**src/rtl/isp_frame_sequencer_if.sv**
```systemverilog
// Host and stage-handshake signals of the per-frame sequencer, grouped as one bundle.
// slave = the sequencer itself, master = the host/datapath side driving it.
interface isp_frame_sequencer_if #(
    parameter int X_MAX      = 200,
    parameter int Y_MAX      = 200,
    parameter int MAX_KERNEL = 3
);
    localparam int XW = $clog2(X_MAX);
    localparam int YW = $clog2(Y_MAX);
    localparam int KW = $clog2(MAX_KERNEL);

    logic          start;
    logic          abort;
    logic [XW-1:0] cfg_max_x;
    logic [YW-1:0] cfg_max_y;
    logic [2:0]    cfg_sigma;
    logic [KW-1:0] cfg_kernel_size;
    logic          cfg_fast_en;

    logic          conv_new_trans;
    logic [XW-1:0] conv_max_x;
    logic [YW-1:0] conv_max_y;
    logic [2:0]    conv_sigma;
    logic [KW-1:0] conv_kernel_size;
    logic          conv_done;
    logic          fast_start;
    logic          fast_done;

    logic          busy;
    logic          frame_done;
    logic          err_cfg;
    logic          err_timeout;
    logic [7:0]    frame_count;
    logic [2:0]    state;

    modport slave (
        input  start, abort, cfg_max_x, cfg_max_y, cfg_sigma, cfg_kernel_size, cfg_fast_en,
        input  conv_done, fast_done,
        output conv_new_trans, conv_max_x, conv_max_y, conv_sigma, conv_kernel_size,
        output fast_start, busy, frame_done, err_cfg, err_timeout, frame_count, state
    );

    modport master (
        output start, abort, cfg_max_x, cfg_max_y, cfg_sigma, cfg_kernel_size, cfg_fast_en,
        output conv_done, fast_done,
        input  conv_new_trans, conv_max_x, conv_max_y, conv_sigma, conv_kernel_size,
        input  fast_start, busy, frame_done, err_cfg, err_timeout, frame_count, state
    );
endinterface

```
**src/rtl/isp_frame_sequencer.sv**
```systemverilog
// Per-frame controller: validates a host start, latches the frame config, then runs the
// blur stage and optionally the detect stage, each wait guarded by a watchdog.
module isp_frame_sequencer #(
    parameter int X_MAX          = 200,
    parameter int Y_MAX          = 200,
    parameter int MAX_KERNEL     = 3,
    parameter int TIMEOUT_CYCLES = 1048576
) (
    input  logic                   clk,
    input  logic                   n_rst,
    isp_frame_sequencer_if.slave   ctrl
);
    localparam int XW  = $clog2(X_MAX);
    localparam int YW  = $clog2(Y_MAX);
    localparam int KW  = $clog2(MAX_KERNEL);
    localparam int WDW = $clog2(TIMEOUT_CYCLES + 1);

    typedef enum logic [2:0] {
        S_IDLE       = 3'd0,
        S_BLUR_START = 3'd1,
        S_BLUR_WAIT  = 3'd2,
        S_DET_START  = 3'd3,
        S_DET_WAIT   = 3'd4,
        S_DONE       = 3'd5
    } state_t;

    state_t        state_reg, state_next;
    logic [XW-1:0] conv_max_x_reg, conv_max_x_next;
    logic [YW-1:0] conv_max_y_reg, conv_max_y_next;
    logic [2:0]    conv_sigma_reg, conv_sigma_next;
    logic [KW-1:0] conv_kernel_size_reg, conv_kernel_size_next;
    logic          fast_en_reg, fast_en_next;
    logic          err_cfg_reg, err_cfg_next;
    logic          err_timeout_reg, err_timeout_next;
    logic [7:0]    frame_count_reg, frame_count_next;
    logic [WDW-1:0] wd_reg, wd_next;

    logic cfg_valid;
    logic wd_expired;

    assign cfg_valid = (ctrl.cfg_max_x != '0) && (ctrl.cfg_max_y != '0) &&
                       ctrl.cfg_kernel_size[0] &&
                       (int'(ctrl.cfg_kernel_size) <= MAX_KERNEL) &&
                       (ctrl.cfg_sigma != 3'd0);

    // Expires on the last allowed WAIT cycle; a done in that same cycle still wins.
    assign wd_expired = (wd_reg == WDW'(TIMEOUT_CYCLES - 1));

    always_comb begin
        state_next            = state_reg;
        conv_max_x_next       = conv_max_x_reg;
        conv_max_y_next       = conv_max_y_reg;
        conv_sigma_next       = conv_sigma_reg;
        conv_kernel_size_next = conv_kernel_size_reg;
        fast_en_next          = fast_en_reg;
        err_cfg_next          = err_cfg_reg;
        err_timeout_next      = err_timeout_reg;
        frame_count_next      = frame_count_reg;
        wd_next               = '0;

        if (ctrl.abort) begin
            state_next = S_IDLE;
        end else begin
            case (state_reg)
                S_IDLE: begin
                    if (ctrl.start) begin
                        if (cfg_valid) begin
                            conv_max_x_next       = ctrl.cfg_max_x;
                            conv_max_y_next       = ctrl.cfg_max_y;
                            conv_sigma_next       = ctrl.cfg_sigma;
                            conv_kernel_size_next = ctrl.cfg_kernel_size;
                            fast_en_next          = ctrl.cfg_fast_en;
                            err_cfg_next          = 1'b0;
                            err_timeout_next      = 1'b0;
                            state_next            = S_BLUR_START;
                        end else begin
                            err_cfg_next = 1'b1;
                        end
                    end
                end
                S_BLUR_START: state_next = S_BLUR_WAIT;
                S_BLUR_WAIT: begin
                    if (ctrl.conv_done) begin
                        if (fast_en_reg) begin
                            state_next = S_DET_START;
                        end else begin
                            state_next       = S_DONE;
                            frame_count_next = frame_count_reg + 8'd1;
                        end
                    end else if (wd_expired) begin
                        err_timeout_next = 1'b1;
                        state_next       = S_IDLE;
                    end else begin
                        wd_next = wd_reg + WDW'(1);
                    end
                end
                S_DET_START: state_next = S_DET_WAIT;
                S_DET_WAIT: begin
                    if (ctrl.fast_done) begin
                        state_next       = S_DONE;
                        frame_count_next = frame_count_reg + 8'd1;
                    end else if (wd_expired) begin
                        err_timeout_next = 1'b1;
                        state_next       = S_IDLE;
                    end else begin
                        wd_next = wd_reg + WDW'(1);
                    end
                end
                S_DONE:  state_next = S_IDLE;
                default: state_next = S_IDLE;
            endcase
        end
    end

    always_ff @(posedge clk or negedge n_rst) begin
        if (!n_rst) begin
            state_reg            <= S_IDLE;
            conv_max_x_reg       <= '0;
            conv_max_y_reg       <= '0;
            conv_sigma_reg       <= '0;
            conv_kernel_size_reg <= '0;
            fast_en_reg          <= 1'b0;
            err_cfg_reg          <= 1'b0;
            err_timeout_reg      <= 1'b0;
            frame_count_reg      <= '0;
            wd_reg               <= '0;
        end else begin
            state_reg            <= state_next;
            conv_max_x_reg       <= conv_max_x_next;
            conv_max_y_reg       <= conv_max_y_next;
            conv_sigma_reg       <= conv_sigma_next;
            conv_kernel_size_reg <= conv_kernel_size_next;
            fast_en_reg          <= fast_en_next;
            err_cfg_reg          <= err_cfg_next;
            err_timeout_reg      <= err_timeout_next;
            frame_count_reg      <= frame_count_next;
            wd_reg               <= wd_next;
        end
    end

    // Every output comes straight from a register or a decode of the state register.
    assign ctrl.state            = state_reg;
    assign ctrl.busy             = (state_reg != S_IDLE);
    assign ctrl.conv_new_trans   = (state_reg == S_BLUR_START);
    assign ctrl.fast_start       = (state_reg == S_DET_START);
    assign ctrl.frame_done       = (state_reg == S_DONE);
    assign ctrl.conv_max_x       = conv_max_x_reg;
    assign ctrl.conv_max_y       = conv_max_y_reg;
    assign ctrl.conv_sigma       = conv_sigma_reg;
    assign ctrl.conv_kernel_size = conv_kernel_size_reg;
    assign ctrl.err_cfg          = err_cfg_reg;
    assign ctrl.err_timeout      = err_timeout_reg;
    assign ctrl.frame_count      = frame_count_reg;
endmodule
```
**src/flat_wrapper.sv**
```systemverilog
// flat-port wrapper written by rule: the top's interface ports become plain ports
module isp_frame_sequencer_flat 
#(
    parameter int X_MAX          = 200,
    parameter int Y_MAX          = 200,
    parameter int MAX_KERNEL     = 3,
    parameter int TIMEOUT_CYCLES = 1048576
)
  (clk, n_rst, ctrl_start, ctrl_abort, ctrl_cfg_max_x, ctrl_cfg_max_y, ctrl_cfg_sigma, ctrl_cfg_kernel_size, ctrl_cfg_fast_en, ctrl_conv_done, ctrl_fast_done, ctrl_conv_new_trans, ctrl_conv_max_x, ctrl_conv_max_y, ctrl_conv_sigma, ctrl_conv_kernel_size, ctrl_fast_start, ctrl_busy, ctrl_frame_done, ctrl_err_cfg, ctrl_err_timeout, ctrl_frame_count, ctrl_state);
  isp_frame_sequencer_if #(.X_MAX(X_MAX), .Y_MAX(Y_MAX), .MAX_KERNEL(MAX_KERNEL)) ctrl_i ();
  input  logic clk;
  input  logic n_rst;
  input wire logic [$bits(ctrl_i.start)-1:0] ctrl_start;
  input wire logic [$bits(ctrl_i.abort)-1:0] ctrl_abort;
  input wire logic [$bits(ctrl_i.cfg_max_x)-1:0] ctrl_cfg_max_x;
  input wire logic [$bits(ctrl_i.cfg_max_y)-1:0] ctrl_cfg_max_y;
  input wire logic [$bits(ctrl_i.cfg_sigma)-1:0] ctrl_cfg_sigma;
  input wire logic [$bits(ctrl_i.cfg_kernel_size)-1:0] ctrl_cfg_kernel_size;
  input wire logic [$bits(ctrl_i.cfg_fast_en)-1:0] ctrl_cfg_fast_en;
  input wire logic [$bits(ctrl_i.conv_done)-1:0] ctrl_conv_done;
  input wire logic [$bits(ctrl_i.fast_done)-1:0] ctrl_fast_done;
  output wire logic [$bits(ctrl_i.conv_new_trans)-1:0] ctrl_conv_new_trans;
  output wire logic [$bits(ctrl_i.conv_max_x)-1:0] ctrl_conv_max_x;
  output wire logic [$bits(ctrl_i.conv_max_y)-1:0] ctrl_conv_max_y;
  output wire logic [$bits(ctrl_i.conv_sigma)-1:0] ctrl_conv_sigma;
  output wire logic [$bits(ctrl_i.conv_kernel_size)-1:0] ctrl_conv_kernel_size;
  output wire logic [$bits(ctrl_i.fast_start)-1:0] ctrl_fast_start;
  output wire logic [$bits(ctrl_i.busy)-1:0] ctrl_busy;
  output wire logic [$bits(ctrl_i.frame_done)-1:0] ctrl_frame_done;
  output wire logic [$bits(ctrl_i.err_cfg)-1:0] ctrl_err_cfg;
  output wire logic [$bits(ctrl_i.err_timeout)-1:0] ctrl_err_timeout;
  output wire logic [$bits(ctrl_i.frame_count)-1:0] ctrl_frame_count;
  output wire logic [$bits(ctrl_i.state)-1:0] ctrl_state;
  assign ctrl_i.start = ctrl_start;
  assign ctrl_i.abort = ctrl_abort;
  assign ctrl_i.cfg_max_x = ctrl_cfg_max_x;
  assign ctrl_i.cfg_max_y = ctrl_cfg_max_y;
  assign ctrl_i.cfg_sigma = ctrl_cfg_sigma;
  assign ctrl_i.cfg_kernel_size = ctrl_cfg_kernel_size;
  assign ctrl_i.cfg_fast_en = ctrl_cfg_fast_en;
  assign ctrl_i.conv_done = ctrl_conv_done;
  assign ctrl_i.fast_done = ctrl_fast_done;
  assign ctrl_conv_new_trans = ctrl_i.conv_new_trans;
  assign ctrl_conv_max_x = ctrl_i.conv_max_x;
  assign ctrl_conv_max_y = ctrl_i.conv_max_y;
  assign ctrl_conv_sigma = ctrl_i.conv_sigma;
  assign ctrl_conv_kernel_size = ctrl_i.conv_kernel_size;
  assign ctrl_fast_start = ctrl_i.fast_start;
  assign ctrl_busy = ctrl_i.busy;
  assign ctrl_frame_done = ctrl_i.frame_done;
  assign ctrl_err_cfg = ctrl_i.err_cfg;
  assign ctrl_err_timeout = ctrl_i.err_timeout;
  assign ctrl_frame_count = ctrl_i.frame_count;
  assign ctrl_state = ctrl_i.state;
  isp_frame_sequencer #(.X_MAX(X_MAX), .Y_MAX(Y_MAX), .MAX_KERNEL(MAX_KERNEL), .TIMEOUT_CYCLES(TIMEOUT_CYCLES)) u_core (.clk(clk), .n_rst(n_rst), .ctrl(ctrl_i));
endmodule
```
**config.mk**
```make
export PLATFORM = sky130hd
export DESIGN_NAME = isp_frame_sequencer_flat
export DESIGN_NICKNAME = d
export VERILOG_FILES = /design/src/rtl/isp_frame_sequencer_if.sv /design/src/rtl/isp_frame_sequencer.sv /design/src/flat_wrapper.sv
export SDC_FILE = /design/constraint.sdc
export NUM_CORES = 1
export LEC_CHECK = 0
export CORE_MARGIN = 1.5
export CORE_UTILIZATION = 53
export DETAILED_ROUTE_END_ITERATION = 12
export DONT_BUFFER_PORTS = 1
export PLACE_DENSITY = 0.78
export SETUP_SLACK_MARGIN = 0.5
export SLEW_MARGIN = 20
export SYNTH_ARGS = -nofsm -noshare
export SYNTH_HDL_FRONTEND = slang
export SYNTH_SLANG_ARGS = --single-unit
```
**constraint.sdc**
```tcl
create_clock -name clk -period 3.25 [get_ports clk]
set_input_delay 0.4875 -clock clk [delete_from_list [all_inputs] [get_ports clk]]
set_output_delay 0.4875 -clock clk [all_outputs]
set_load 0.02 [all_outputs]
```
==> flow_summary.toml, run 1 <==
[critical_path]
worstPathCellList = "or3_4 > nor3b_2 > nand3_2 > buf_4 > mux2_1"
arrival_ns = 2.54
startpoint_type = "flop"
crit_type = "flop to flop"
crit_fanout = 18
slowest_delay_ns = 0.57
crit_family = "simple AND/OR/NAND/NOR gates"
crit_slowest_cell = "dfrtp_1"
required_ns = 3.44
end_kind = "flop"
crit_buf_inv = 1

[place]
dpl.cell_count = 289
dp_hpwl_mm = 3.42
placed_area_mm2 = 0.00273
place.gp.congestion = 0.800
numPortBuffers = 0
place_ws_ns = 0.911

[power_and_ir_drop]
p_per_area_mw_per_mm2 = 593
swShare = 0.319
pwr-share-comb = 0.144
p_int_mw = 1.15
peakVddDrop_mv = 0.335
power_frac_seq = 0.622
clockPowerShare = 0.234
static-leakage-power_nw = 1.19
p_switching_uw = 539

[logic_synthesis]
netlist.area_leader.share = 0.522
syn_inst = 228
synth_top_area_cell = "dfrtp_1"
ys_seq_area_frac = 0.522
synth.area.top_cells = "dfrtp_1 (52%), mux2_4 (9.5%), xnor2_1 (3.9%)"
syn_nets = 258
syn_avg_cell_area_um2 = 11.8
synth_cell_types = 50
synth.yosys.warnings = 0
syn-cell-area_mm2 = 0.00268
synth_seq_cells = 56

[clock_network]
cts_buffer_depth = 2
clk_pin_slew_worst_paths_ns = 0.09
cts_root_buffer = "clkbuf_8"
htreeDepth = 2
clock-sinks = 56
cts_setup_buffers = 0
cts_tree = "built"
cts_made_buffers = 5
clkLatencyLatePin_ns = 0.30

[layout]
nets = 260
layout_common_cells = "dfrtp_1 (56), nor2_1 (19), mux2_4 (17)"
fin_cells = 297
num_antenna_cells = 0
drive_above_1_share = 0.152
final_common_cell = "dfrtp_1"
syn2layout_area_growth_pct = 6.29
largest_reg_flops = 21
fin_util = 0.596
final.fill_count = 395
final_area_mm2 = 0.00285

[detailed_routing]
initialDrtViolationCount = 97
wl_mm = 4.91
vias = 1760
first_pass_iters = 4
routedWlPerCell_um = 16.5
via_per_inst = 5.93
drtAntennaViolNets = 0
drc_errors = 0

[die]
dieHeight_um = 74.2
ioPinCount = 66
start_util = 0.561
fp.dieArea_mm2 = 0.00550
row_count = 25
fp.dieW_um = 74.2
core-area_mm2 = 0.00479

[grt]
antenna_found_initial = 0
grt_pass1_wl_mm = 7.96
gr-total-overflow = 0
grt_pass1_vias = 1739
grt_max_degree = 57
grt_util_all_layers = 0.188

[timing]
min_period_over_period = 0.722
setup_violations = 0
worst_slack_ns = 0.902
relSlewSlack = 0.580
max_slew.worst_pin.slew_ns = 0.630
finClkSkew_ns = 0.00339
period_minus_slack_ns = 2.35
rsz0062_at_grt = "no"
hold_viol_final = 0
timing.fmax_mhz = 426
setup_tns_ns = 0
drv_slew = 0

[status]
status = "finished clean"

[worst_hold_path]
worstHoldPathType = "input pin to asynchronous set/reset pin"

[run]
maxCapViolCount = 0
==> routing by layer <==
metal  track usage  vias to the layer above  share of wire
met3        0.0705                        5          0.065
met5             0                        -              0
li1              -                      815              -
met4        0.0638                        0         0.0086
met1         0.241                      883           0.45
met2         0.296                       57           0.48
==> power by group through the flow <==
stage	sequential, mW	combinational [mW]	clock, mW
global placement	1.06	0.215	0
finish	1.05	0.244	0.396
floorplan	1.03	0.209	0
global route	1.06	0.269	0.439
CTS	1.05	0.247	0.407
detailed placement	1.06	0.229	0
==> layout make-up <==
class                   instances  area (um2)  area share
repair buffers                  2        35.0      0.0123
multi-input cells             160        1220       0.427
clock buffers                   7        96.3      0.0338
well taps                      67        83.8      0.0294
inverters                       5        18.8     0.00658
flip-flops and latches         56        1400       0.491
==> timing repair <==
action	in CTS	in global routing
hold buffers	1	0
endpoints found under the hold margin	56	0
gates resized for setup	0	0
==> path summary, 6_finish.rpt <==
path | slack (ns) | cells past startpoint | from | end
worst max-delay path | 0.90 | 5 | u_core.ctrl.state[1]$_DFFE_PN0P_ | u_core.fast_en_reg$_DFFE_PN0P_
worst min-delay path | 0.03 | 1 | n_rst | u_core.ctrl.state[1]$_DFFE_PN0P_
worst max register to register | 0.90 | 5 | u_core.ctrl.state[1]$_DFFE_PN0P_ | u_core.fast_en_reg$_DFFE_PN0P_
worst min register to register | 0.48 | 1 | u_core.wd_reg[0]$_DFF_PN0_ | u_core.wd_reg[0]$_DFF_PN0_
max in group asynchronous | 2.98 | 1 | n_rst | u_core.fast_en_reg$_DFFE_PN0P_
min in group clk | 0.30 | 1 | ctrl_cfg_max_x[7] | u_core.ctrl.conv_max_x[7]$_DFFE_PN0P_
==> Yosys cell counts, drive strengths merged <==
| cell type | n |
|---|---|
| clkbuf | 3 |
| nand3b | 1 |
| o21a | 1 |
| nand4 | 11 |
| mux2 | 22 |
| nor4 | 5 |
| and4 | 2 |
| dfrtp | 56 |
| a21boi | 1 |
| o211ai | 1 |
| xor2 | 7 |
| ha | 2 |
| o21ai | 6 |
| or4 | 2 |
| nand2b | 5 |
| o21bai | 1 |
| nand3 | 5 |
| xnor2 | 12 |
| o211a | 2 |
| a311o | 1 |
| or3 | 6 |
| o311ai | 2 |
| nand4bb | 1 |
| o31ai | 3 |
| a31oi | 1 |
| a21oi | 10 |
| inv | 5 |
| mux2i | 2 |
| or2 | 3 |
| nor3 | 5 |
| or3b | 2 |
| nor2b | 1 |
| nor3b | 2 |
| and3 | 3 |
| and2 | 1 |
| nand2 | 11 |
| a211oi | 1 |
| nor2 | 19 |
| buf | 4 |
==> stage by stage <==
stage          power (mW)  hold WS (ns)
2_1_floorplan        1.24         0.192
3_3_place_gp         1.28         0.193
3_5_place_dp         1.29         0.193
4_1_cts              1.71        0.0377
5_1_grt              1.77        0.0370
6_report             1.69        0.0324
==> logic make-up after synthesis <==
| family | synth area share |
|---|---|
| mux | 0.124 |
| simple gates | 0.181 |
| compound gates | 0.0779 |
| flops | 0.522 |
| xor+xnor | 0.0620 |
| buf+inv | 0.0242 |
| fa+ha+maj | 0.00932 |
(Power assumes the default switching activity.)
==> run 2: changes to the inputs <==
Settings changed: PLACE_DENSITY 0.78 to 0.81.
Clock period 3.25 ns to 1.95 ns, I/O delays scaled along.
==> flow_summary.toml, run 2 (synthesis gave the netlist of run 1 again) <==
[critical_path]
crit_fanout = 8
arrival_ns = 2.11
end_kind = "flop"
crit_family = "simple AND/OR/NAND/NOR gates"
startpoint_type = "flop"
crit_type = "flop to flop"
crit_buf_inv = 1
required_ns = 2.17
crit_slowest_cell = "dfrtp_2"
worstPathCellList = "or3_4 > nor3b_4 > nand3_4 > clkbuf_16 > mux2_4"
slowest_delay_ns = 0.43

[timing]
setup_violations = 0
min_period_over_period = 0.967
timing.fmax_mhz = 530
finClkSkew_ns = 0.0114
period_minus_slack_ns = 1.89
relSlewSlack = 0.741
rsz0062_at_grt = "yes"
max_slew.worst_pin.slew_ns = 0.389
hold_viol_final = 56
drv_slew = 0
fin_hold_ws_ns = -0.355
setup_tns_ns = 0

[power_and_ir_drop]
peakVddDrop_mv = 1.00
static-leakage-power_nw = 1.44
p_per_area_mw_per_mm2 = 881
total_power_mw = 3.04

[die]
ioPinCount = 66
row_count = 25
start_util = 0.561
dieHeight_um = 74.2
fp.dieArea_mm2 = 0.00550
fp.dieW_um = 74.2
core-area_mm2 = 0.00479

[layout]
layout_common_cells = "dfrtp_1 (52), mux2_4 (22), xnor2_1 (12), buf_4 (12)"
nets = 288
syn2layout_area_growth_pct = 28.4
drive_above_1_share = 0.386
fin_util = 0.720
num_antenna_cells = 0
fin_cells = 326
largest_reg_flops = 21
final_common_cell = "dfrtp_1"

[status]
status = "finished with violations"
violations = "negative hold slack"

[grt]
grt_max_degree = 57
met3_usage = 0.0420
gr-usage-met2 = 0.382
gr-total-overflow = 0
antenna_found_initial = 0
grtUsageMet1 = 0.270
grt_util_all_layers = 0.218
grt_pass1_vias = 1920
grt_pass1_wl_mm = 9.04
grt_most_used_layer = "met2"

[clock_network]
cts_root_buffer = "clkbuf_8"
clk_pin_slew_worst_paths_ns = 0.11
clkLatencyLatePin_ns = 0.33
cts_made_buffers = 5
htreeDepth = 2
cts_tree = "built"
cts_buffer_depth = 2
clock-sinks = 56

[detailed_routing]
routedWlPerCell_um = 19.8
via_per_inst = 5.98
first_pass_iters = 4
wl_mm = 6.45
drtAntennaViolNets = 0
vias = 1948
drc_errors = 0
initialDrtViolationCount = 68

[worst_hold_path]
worstHoldPathType = "input pin to asynchronous set/reset pin"

[place]
dpl.cell_count = 296
numPortBuffers = 0
dp_hpwl_mm = 3.72
place.gp.congestion = 0.859

[run]
maxCapViolCount = 0
==> run 2: cell types whose count changed in the layout (fill, tap and decap cells not counted), sizes merged <==
cell    change
clkbuf      +1
buf        +25
inv         +3
==> run 2: worst paths after layout <==
kind / start / endpoint / slack (ns) / depth (start not counted)
worst min-delay path: n_rst / u_core.ctrl.conv_max_x[0]$_DFFE_PN0P_ / -0.36 / 0
min in group clk: ctrl_cfg_max_y[6] / u_core.ctrl.conv_max_y[6]$_DFFE_PN0P_ / 0.10 / 1
worst max register to register: u_core.ctrl.state[0]$_DFFE_PN0P_ / u_core.ctrl.conv_max_y[5]$_DFFE_PN0P_ / 0.06 / 5
worst min register to register: u_core.wd_reg[20]$_DFF_PN0_ / u_core.wd_reg[20]$_DFF_PN0_ / 0.56 / 1
max in group asynchronous: n_rst / u_core.ctrl.state[1]$_DFFE_PN0P_ / 2.18 / 0
worst max-delay path: u_core.ctrl.state[0]$_DFFE_PN0P_ / u_core.ctrl.conv_max_y[5]$_DFFE_PN0P_ / 0.06 / 5
==> run 2: worst register-to-register path, stage by stage (launching register included) <==
cell,delay (ns)
dfrtp_2,0.43
or3_4,0.42
nor3b_4,0.27
nand3_4,0.15
clkbuf_16,0.22
mux2_4,0.29
==> run 2: repair_timing <==
item	in CTS	in global routing
hold endpoints to repair	56	56
pin swaps	10	12
buffers inserted	15	4
gates cloned	0	3
endpoints found under the setup margin	60	60
resized for setup	31	25
==> run 2: through the flow <==
| stage | cell area [um2] | setup WS (ns) |
|---|---|---|
| after CTS | 3230 | 0.131 |
| after detailed placement | 2880 | 0.114 |
| after global routing | 3450 | 0.0228 |
| after floorplan | 2790 | 0.0235 |
| final | 3450 | 0.0645 |
| after global placement | 2880 | 0.169 |
==> run 2: power breakdown <==
group / internal (mW) / switching (mW)
clock network: 0.272 / 0.423
registers: 1.35 / 0.388
logic: 0.385 / 0.217
total: 2.01 / 1.03
==> run 2: per-layer routing <==
metal / share of wire / up-vias
met1: 0.40 / 998
met3: 0.042 / 9
met4: 0.011 / 0
li1: - / 889
met5: 0 / -
met2: 0.54 / 52
==> run 2: cell type report <==
type | instances | area, um2
Inverter | 5 | 21.3
Clock buffer | 5 | 68.8
Sequential cell | 56 | 1410
Tap cell | 67 | 83.8
Multi-Input combinational cell | 160 | 1460
Clock inverter | 3 | 28.8
Fill cell | 300 | 1340
Timing Repair Buffer | 30 | 377
==> run 3: changes to the inputs <==
Settings changed: CTS_CLUSTER_SIZE set to 10.
==> results of run 3 <==
Same layout as run 2: the final DEF is identical, and so are final timing and power.
